File: config.mk
export PLATFORM = sky130hd
export DESIGN_NAME = multicycle_control32
export DESIGN_NICKNAME = d
export VERILOG_FILES = /design/src/rtl/minisys_ctrl_pkg.sv /design/src/rtl/byte_lane_gen.sv /design/src/rtl/multicycle_control32.sv
export SDC_FILE = /design/constraint.sdc
export NUM_CORES = 1
export LEC_CHECK = 0
export BUFFER_PORTS_ARGS = -buffer_cell sky130_fd_sc_hd__buf_2
export CAP_MARGIN = 20
export CORE_UTILIZATION = 42
export DETAILED_ROUTE_END_ITERATION = 6
export HOLD_SLACK_MARGIN = 0.06
export PLACE_DENSITY = 0.8
export SLEW_MARGIN = 30
export SYNTH_ARGS = -nofsm -noshare
export SYNTH_HDL_FRONTEND = slang
export SYNTH_SLANG_ARGS = --single-unit
File: constraint.sdc
create_clock -name clock -period 2.2 [get_ports clock]
set_input_delay 0.44 -clock clock [delete_from_list [all_inputs] [get_ports clock]]
set_output_delay 0.44 -clock clock [all_outputs]
set_load 0.02 [all_outputs]
File: src/rtl/minisys_ctrl_pkg.sv
// minisys_ctrl_pkg: shared encodings for the Minisys multi-cycle controller.
// Holds the FSM state enum, the opcode/funct codes the controller decodes,
// the HI_LO_move encoding and the access-size codes taken from opcode[1:0].
package minisys_ctrl_pkg;

   typedef enum logic [2:0] {
      S_IDLE   = 3'd0,
      S_FETCH  = 3'd1,
      S_DECODE = 3'd2,
      S_EXEC   = 3'd3,
      S_MEM    = 3'd4,
      S_WB     = 3'd5,
      S_MULDIV = 3'd6
   } state_t;

   // Full opcodes
   localparam logic [5:0] OP_RTYPE = 6'b000000;
   localparam logic [5:0] OP_J     = 6'b000010;
   localparam logic [5:0] OP_JAL   = 6'b000011;
   localparam logic [5:0] OP_BEQ   = 6'b000100;
   localparam logic [5:0] OP_BNE   = 6'b000101;

   // Opcode groups on op[5:3]
   localparam logic [2:0] OPG_IFMT  = 3'b001;
   localparam logic [2:0] OPG_LOAD  = 3'b100;
   localparam logic [2:0] OPG_STORE = 3'b101;

   // R-type funct codes
   localparam logic [5:0] FN_JR   = 6'b001000;
   localparam logic [5:0] FN_MFHI = 6'b010000;
   localparam logic [5:0] FN_MTHI = 6'b010001;
   localparam logic [5:0] FN_MFLO = 6'b010010;
   localparam logic [5:0] FN_MTLO = 6'b010011;
   // mult/multu/div/divu share funct[5:2]
   localparam logic [3:0] FN_MULDIV_TOP = 4'b0110;

   // HI_LO_move encoding
   localparam logic [1:0] HLM_NONE = 2'b00;
   localparam logic [1:0] HLM_HI   = 2'b10;
   localparam logic [1:0] HLM_LO   = 2'b01;

   // Access size from op[1:0]; anything else is treated as a word
   localparam logic [1:0] SZ_BYTE = 2'b00;
   localparam logic [1:0] SZ_HALF = 2'b01;

endpackage

File: src/rtl/byte_lane_gen.sv
// byte_lane_gen: byte-lane write enables and misalignment flag for a
// load/store of the given size at byte offset addr_lo_i. A misaligned
// access never produces any lane enable.
module byte_lane_gen
   import minisys_ctrl_pkg::*;
(
   input  logic [1:0] size_i,
   input  logic [1:0] addr_lo_i,
   output logic [3:0] lanes_o,
   output logic       misaligned_o
);

   // Lane and alignment decode per access size
   always_comb begin
      lanes_o      = 4'b0000;
      misaligned_o = 1'b0;
      case (size_i)
         SZ_BYTE: lanes_o = 4'b0001 << addr_lo_i;
         SZ_HALF: begin
            misaligned_o = addr_lo_i[0];
            if (!addr_lo_i[0]) lanes_o = 4'b0011 << {addr_lo_i[1], 1'b0};
         end
         default: begin
            misaligned_o = (addr_lo_i != 2'b00);
            if (addr_lo_i == 2'b00) lanes_o = 4'b1111;
         end
      endcase
   end

endmodule

File: src/rtl/multicycle_control32.sv
// multicycle_control32: multi-cycle controller for the Minisys CPU.
// Latches the instruction into IR and sequences FETCH/DECODE/EXEC/MEM/WB,
// with wait states on mem_ready and a fixed-length MULDIV stall.
// Build option: define MEM_TIMEOUT_EN to bound mem_ready waits in FETCH/MEM
// to TIMEOUT_CYCLES cycles (abort with addr_err, no PCWrite).
module multicycle_control32
   import minisys_ctrl_pkg::*;
#(
   parameter int                   IO_HIGH_W      = 22,
   parameter logic [IO_HIGH_W-1:0] IO_HIGH_VAL    = {IO_HIGH_W{1'b1}},
   parameter int                   MULDIV_CYCLES  = 32,
   parameter int                   TIMEOUT_CYCLES = 255
) (
   input  logic                 clock,
   input  logic                 reset_n,
   input  logic [31:0]          Instruction,
   input  logic [IO_HIGH_W-1:0] ALUResultHigh,
   input  logic [1:0]           addr_lo,
   input  logic                 mem_ready,
   output logic                 fetch_req,
   output logic                 IRWrite,
   output logic                 PCWrite,
   output logic                 RegDST,
   output logic                 ALUSrc,
   output logic                 RegWrite,
   output logic                 MemOrIOtoReg,
   output logic                 Branch,
   output logic                 nBranch,
   output logic                 Jmp,
   output logic                 Jal,
   output logic                 Jr,
   output logic [1:0]           ALUOp,
   output logic                 Sftmd,
   output logic                 I_format,
   output logic                 MemRead,
   output logic                 IORead,
   output logic                 IOWrite,
   output logic [3:0]           MemWrite,
   output logic                 Do_signed,
   output logic                 HI_LO_write,
   output logic [1:0]           HI_LO_move,
   output logic                 md_start,
   output logic                 addr_err,
   output logic                 retired,
   output logic                 busy,
   output logic [2:0]           dbg_state_o
);

   localparam int              MD_W    = (MULDIV_CYCLES > 1) ? $clog2(MULDIV_CYCLES) : 1;
   localparam logic [MD_W-1:0] MD_LAST = MD_W'(MULDIV_CYCLES - 1);

   state_t          state_q, state_d;
   logic [31:0]     ir_q;
   logic [MD_W-1:0] md_cnt_q, md_cnt_d;
   logic            md_last;
   logic            timeout_hit;

   // Instruction class decode, from the latched IR only
   logic [5:0] op, funct;
   logic       is_r, is_i, is_load, is_store, is_mem, is_beq, is_bne, is_j, is_jal;
   logic       is_jr, is_md, is_mthi, is_mtlo, is_mfhi, is_mflo, is_io;
   logic [3:0] lanes;
   logic       mis_raw, misaligned;
   logic       unused_ir_bits;

   assign op             = ir_q[31:26];
   assign funct          = ir_q[5:0];
   assign unused_ir_bits = ^ir_q[25:6];
   assign is_r      = (op == OP_RTYPE);
   assign is_i      = (op[5:3] == OPG_IFMT);
   assign is_load   = (op[5:3] == OPG_LOAD);
   assign is_store  = (op[5:3] == OPG_STORE);
   assign is_mem    = is_load | is_store;
   assign is_beq    = (op == OP_BEQ);
   assign is_bne    = (op == OP_BNE);
   assign is_j      = (op == OP_J);
   assign is_jal    = (op == OP_JAL);
   assign is_jr     = is_r && (funct == FN_JR);
   assign is_md     = is_r && (funct[5:2] == FN_MULDIV_TOP);
   assign is_mthi   = is_r && (funct == FN_MTHI);
   assign is_mtlo   = is_r && (funct == FN_MTLO);
   assign is_mfhi   = is_r && (funct == FN_MFHI);
   assign is_mflo   = is_r && (funct == FN_MFLO);
   assign is_io     = (ALUResultHigh == IO_HIGH_VAL);

   byte_lane_gen u_lanes (
      .size_i       (op[1:0]),
      .addr_lo_i    (addr_lo),
      .lanes_o      (lanes),
      .misaligned_o (mis_raw)
   );
   assign misaligned = is_mem && mis_raw;

   assign md_last  = (md_cnt_q == MD_LAST);
   assign md_cnt_d = (state_q == S_MULDIV && !md_last) ? md_cnt_q + MD_W'(1) : '0;

`ifdef MEM_TIMEOUT_EN
   localparam logic [7:0] TO_LAST = 8'(TIMEOUT_CYCLES - 1);
   logic [7:0] to_cnt_q, to_cnt_d;
   logic       waiting;

   // A wait cycle never changes state, so the counter only survives while stalled
   assign waiting     = ((state_q == S_FETCH) || (state_q == S_MEM && !misaligned)) && !mem_ready;
   assign timeout_hit = waiting && (to_cnt_q == TO_LAST);
   assign to_cnt_d    = (waiting && !timeout_hit) ? to_cnt_q + 8'd1 : 8'd0;

   // Wait-cycle counter register
   always_ff @(posedge clock or negedge reset_n) begin
      if (!reset_n) to_cnt_q <= 8'd0;
      else          to_cnt_q <= to_cnt_d;
   end
`else
   localparam int unused_timeout_cycles = TIMEOUT_CYCLES;
   assign timeout_hit = 1'b0;
`endif

   // State, IR and MULDIV counter registers
   always_ff @(posedge clock or negedge reset_n) begin
      if (!reset_n) begin
         state_q  <= S_IDLE;
         ir_q     <= 32'd0;
         md_cnt_q <= '0;
      end else begin
         state_q  <= state_d;
         md_cnt_q <= md_cnt_d;
         if (IRWrite) ir_q <= Instruction;
      end
   end

   // Next-state logic
   always_comb begin
      state_d = state_q;
      case (state_q)
         S_IDLE:   state_d = S_FETCH;
         S_FETCH:  if (mem_ready) state_d = S_DECODE;
         S_DECODE: begin
            if (is_mem)     state_d = S_MEM;
            else if (is_md) state_d = S_MULDIV;
            else            state_d = S_EXEC;
         end
         S_EXEC:   state_d = S_FETCH;
         S_MULDIV: if (md_last) state_d = S_FETCH;
         S_MEM: begin
            if (misaligned || timeout_hit) state_d = S_FETCH;
            else if (mem_ready)            state_d = is_load ? S_WB : S_FETCH;
         end
         S_WB:     state_d = S_FETCH;
         default:  state_d = S_IDLE;
      endcase
   end

   // Output decode from state and IR
   always_comb begin
      fetch_req    = 1'b0;
      IRWrite      = 1'b0;
      PCWrite      = 1'b0;
      RegDST       = 1'b0;
      ALUSrc       = 1'b0;
      RegWrite     = 1'b0;
      MemOrIOtoReg = 1'b0;
      Branch       = 1'b0;
      nBranch      = 1'b0;
      Jmp          = 1'b0;
      Jal          = 1'b0;
      Jr           = 1'b0;
      ALUOp        = 2'b00;
      Sftmd        = 1'b0;
      I_format     = 1'b0;
      MemRead      = 1'b0;
      IORead       = 1'b0;
      IOWrite      = 1'b0;
      MemWrite     = 4'b0000;
      Do_signed    = 1'b0;
      HI_LO_write  = 1'b0;
      HI_LO_move   = HLM_NONE;
      md_start     = 1'b0;
      addr_err     = 1'b0;
      retired      = 1'b0;
      busy         = (state_q != S_IDLE);
      case (state_q)
         S_FETCH: begin
            fetch_req = !timeout_hit;
            IRWrite   = mem_ready;
            addr_err  = timeout_hit;
         end
         S_DECODE: md_start = is_md;
         S_EXEC: begin
            RegDST   = is_r;
            ALUSrc   = is_i;
            I_format = is_i;
            ALUOp    = {is_r | is_i, is_beq | is_bne};
            Sftmd    = is_r && (funct[5:3] == 3'b000);
            Branch   = is_beq;
            nBranch  = is_bne;
            Jmp      = is_j;
            Jal      = is_jal;
            Jr       = is_jr;
            RegWrite = (is_r && !is_jr && !is_mthi && !is_mtlo) || is_i || is_jal;
            if (is_mfhi)      HI_LO_move = HLM_HI;
            else if (is_mflo) HI_LO_move = HLM_LO;
            PCWrite  = 1'b1;
            retired  = 1'b1;
         end
         S_MULDIV: begin
            HI_LO_write = md_last;
            PCWrite     = md_last;
            retired     = md_last;
         end
         S_MEM: begin
            ALUSrc = 1'b1;
            if (misaligned) begin
               addr_err = 1'b1;
               PCWrite  = 1'b1;
            end else if (timeout_hit) begin
               addr_err = 1'b1;
            end else begin
               MemRead  = is_load && !is_io;
               IORead   = is_load && is_io;
               IOWrite  = is_store && is_io;
               MemWrite = (is_store && !is_io) ? lanes : 4'b0000;
               PCWrite  = is_store && mem_ready;
               retired  = is_store && mem_ready;
            end
         end
         S_WB: begin
            ALUSrc       = 1'b1;
            RegWrite     = 1'b1;
            MemOrIOtoReg = 1'b1;
            Do_signed    = !op[2] && !op[1];
            PCWrite      = 1'b1;
            retired      = 1'b1;
         end
         default: ;
      endcase
   end

   assign dbg_state_o = state_q;

endmodule

==> impl_metrics.ini <==
[run_status]
status = finished with violations
violations = negative setup slack

[detailed_routing]
dr.pass1.iters = 4
drt_iter0_drc = 48
drt-wirelength-per-cell_um = 15.66
final_antenna_net_count = 0
drt-vias-per-instance = 5.347
wl_mm = 4.699
drc = 0
vias = 1604

[final_layout]
num-fill-cells = 229
stdcell_count = 300
multiInputGateArea_mm2 = 0.001032
drive_gt1_frac = 0.6094
final_area_mm2 = 0.002341
finalNetCount = 318
area_delta_synth_final_pct = 67.80
fin_util = 0.7544
diodes = 0
regArea_um2 = 504.2

[synthesis]
synth_top_family_by_area = simple AND/OR/NAND/NOR gates
synthAdderAreaFrac = 0.01794
synth.area.mux_share = 0.08072
async_reset_ff_frac = 1.000
ys.flop_type = dfrtp_1
synth_area_leaders = dfrtp_1, mux2_2, nor2_1, nand2_1, o21ai_0
yosysSeqAreaShare = 0.3587
synth_edf_count = 0
synth_compound_area_frac = 0.1336
netlist_area_mm2 = 0.001395
ys.warnings.count = 0
yosys_register_bits = 20
synth.most_common_cell = dfrtp_1
synthDominantCellAreaShare = 0.3587
yosysTopAreaCell = dfrtp_1
synth_xor_area_frac = 0.02511
yosys.cell_types.count = 46
synthSimpleGateAreaFrac = 0.3444
ys_top_cells_by_count = dfrtp_1, nor2_1, nand2_1
postSynthAreaPerCell_um2 = 9.059
syn-num-nets = 215
syn_inst = 154

[global_route]
antenna_found_initial = 0
gr-total-overflow = 0
grt_max_degree = 21
grt_pass1_vias = 1431
grt_pass1_wl_mm = 6.320
track_usage = 0.2379

[sta]
final.setup.worst_slack_ns = -0.2109
maxSlewViolCount = 0
grt_setup_unrepaired = true
setup_viol = 14
slew_headroom = 0.7039
fin_hold_ws_ns = 0.06417
worstMarginPinSlew_ns = 0.4442
finalClockSkew_ns = 0.001599
min_period_ns = 2.411
finalHoldViolations = 0
finalCritPeriodShare = 1.096
fmaxAchievable_mhz = 414.8

[placement]
port_buffers = 72
place_inst = 278
gp_congestion = 0.8481
place_area_mm2 = 0.001898
dpl.hpwl_mm = 2.924

[min_path]
hp-class = input pin to async pin

[critical_path]
worstPathArrival_ns = 1.97
cp-end-kind = output port
cp-start-kind = flip-flop
crit_type = flip-flop to output port
cp_max_fo = 4
cp.required_ns = 1.76

[clock_network]
htreeDepth = 1
cts_tree = built
insertion_delay_ns = 0.30
cts.sinks = 20
clk_pin_slew_worst_paths_ns = 0.11
cts.hold.buffers_added = 0
cts_buffer_depth = 2
numCtsBuffers = 3
cts-root-buf = clkbuf_4

[floorplan]
die_area_mm2 = 0.003556
core-area_mm2 = 0.003103
initial_utilization = 0.4496
pin_count = 93
die_h_um = 59.64
rows = 20
die_w_um = 59.64

[flow_run]
cap_violations = 0

[power]
peakVddDrop_mv = 0.6043
power_density_mw_per_mm2 = 1135
p_leak_nw = 1.089
## placed cells by master, fill, tap and decap left out, types with 3 or more instances in the layout
cell	n
buf_2	51
buf_4	42
nor2_1	17
dfrtp_1	17
nand2_1	10
mux2_2	10
buf_6	10
inv_1	7
o21ai_0	6
a21oi_1	5
nand4_1	5
nand2b_1	4
nor2b_1	4
nor4_4	3
xor2_1	3
clkbuf_4	3
dfrtp_2	3
## cell type report
type                            count  share of cell area
Clock buffer                        4             0.01550
Inverter                            8             0.01283
Multi-Input combinational cell    121              0.4409
Sequential cell                    20              0.2154
Tap cell                           44             0.02352
Timing Repair Buffer              103              0.2918
## worst max-delay path, stage by stage (launching register included)
cell	delay [ns]
dfrtp_2	0.42
buf_6	0.11
buf_6	0.08
and4bb_2	0.28
o2111ai_4	0.13
a41oi_2	0.26
nor3b_2	0.21
buf_4	0.16
## routing by layer
layer | track usage | wire (um) | share of wire
met5 | 0 | 0 | 0
met4 | 0.08306 | 65 | 0.014
met3 | 0.03712 | 295 | 0.063
met2 | 0.4430 | 2569 | 0.55
met1 | 0.2735 | 1768 | 0.38
## cells by family (layout without fill, tap and decap cells)
logic type | count (synthesis) | in the layout
fa+ha+maj | 2 | 2
mux | 10 | 10
buf+inv | 13 | 115
xor+xnor | 4 | 4
simple gates | 77 | 77
compound gates | 28 | 28
flops | 20 | 20
## timing repair
item / CTS / global route
setup buffers: 14 / 6
pin swaps: 11 / 16
setup endpoints to repair: 12 / 22
resized for setup: 28 / 43
## power by group
group	total [W]	switching (W)	internal (W)	leakage, nW
Combinational	0.00169	0.000899	0.000791	0.823
Clock	0.000214	0.000114	0.000101	0.0210
Sequential	0.000752	0.000236	0.000515	0.245
## path summary, 6_finish.rpt
path	startpoint	end	slack, ns	cells after the start
worst min-delay path	reset_n	md_cnt_q[4]	0.06	1
min in group clock	Instruction[26]	ir_q[26]	0.34	3
worst max register to register	md_cnt_q[0]	dbg_state_o[2]	0.35	6
worst max-delay path	ir_q[31]	MemWrite[1]	-0.21	7
worst min register to register	md_cnt_q[3]	md_cnt_q[3]	0.60	2
max in group asynchronous	reset_n	ir_q[30]	1.80	1
## per-stage QoR
step / setup WS [ns] / total power (W) / setup TNS [ns]
5_1_grt: -0.2899 / 0.002822 / -2.918
6_report: -0.2109 / 0.002656 / -1.414
4_1_cts: -0.1819 / 0.002387 / -0.4532
2_1_floorplan: -0.01088 / 0.001511 / -0.02698
3_5_place_dp: 0.07315 / 0.001956 / 0
3_3_place_gp: 0.1326 / 0.001931 / 0
## state kept, by name (all words and copies together) (netlist names)
signal	flops
dbg_state_o	3
ir_q	12
md_cnt_q	5
Power figures use the tool's default switching activity.
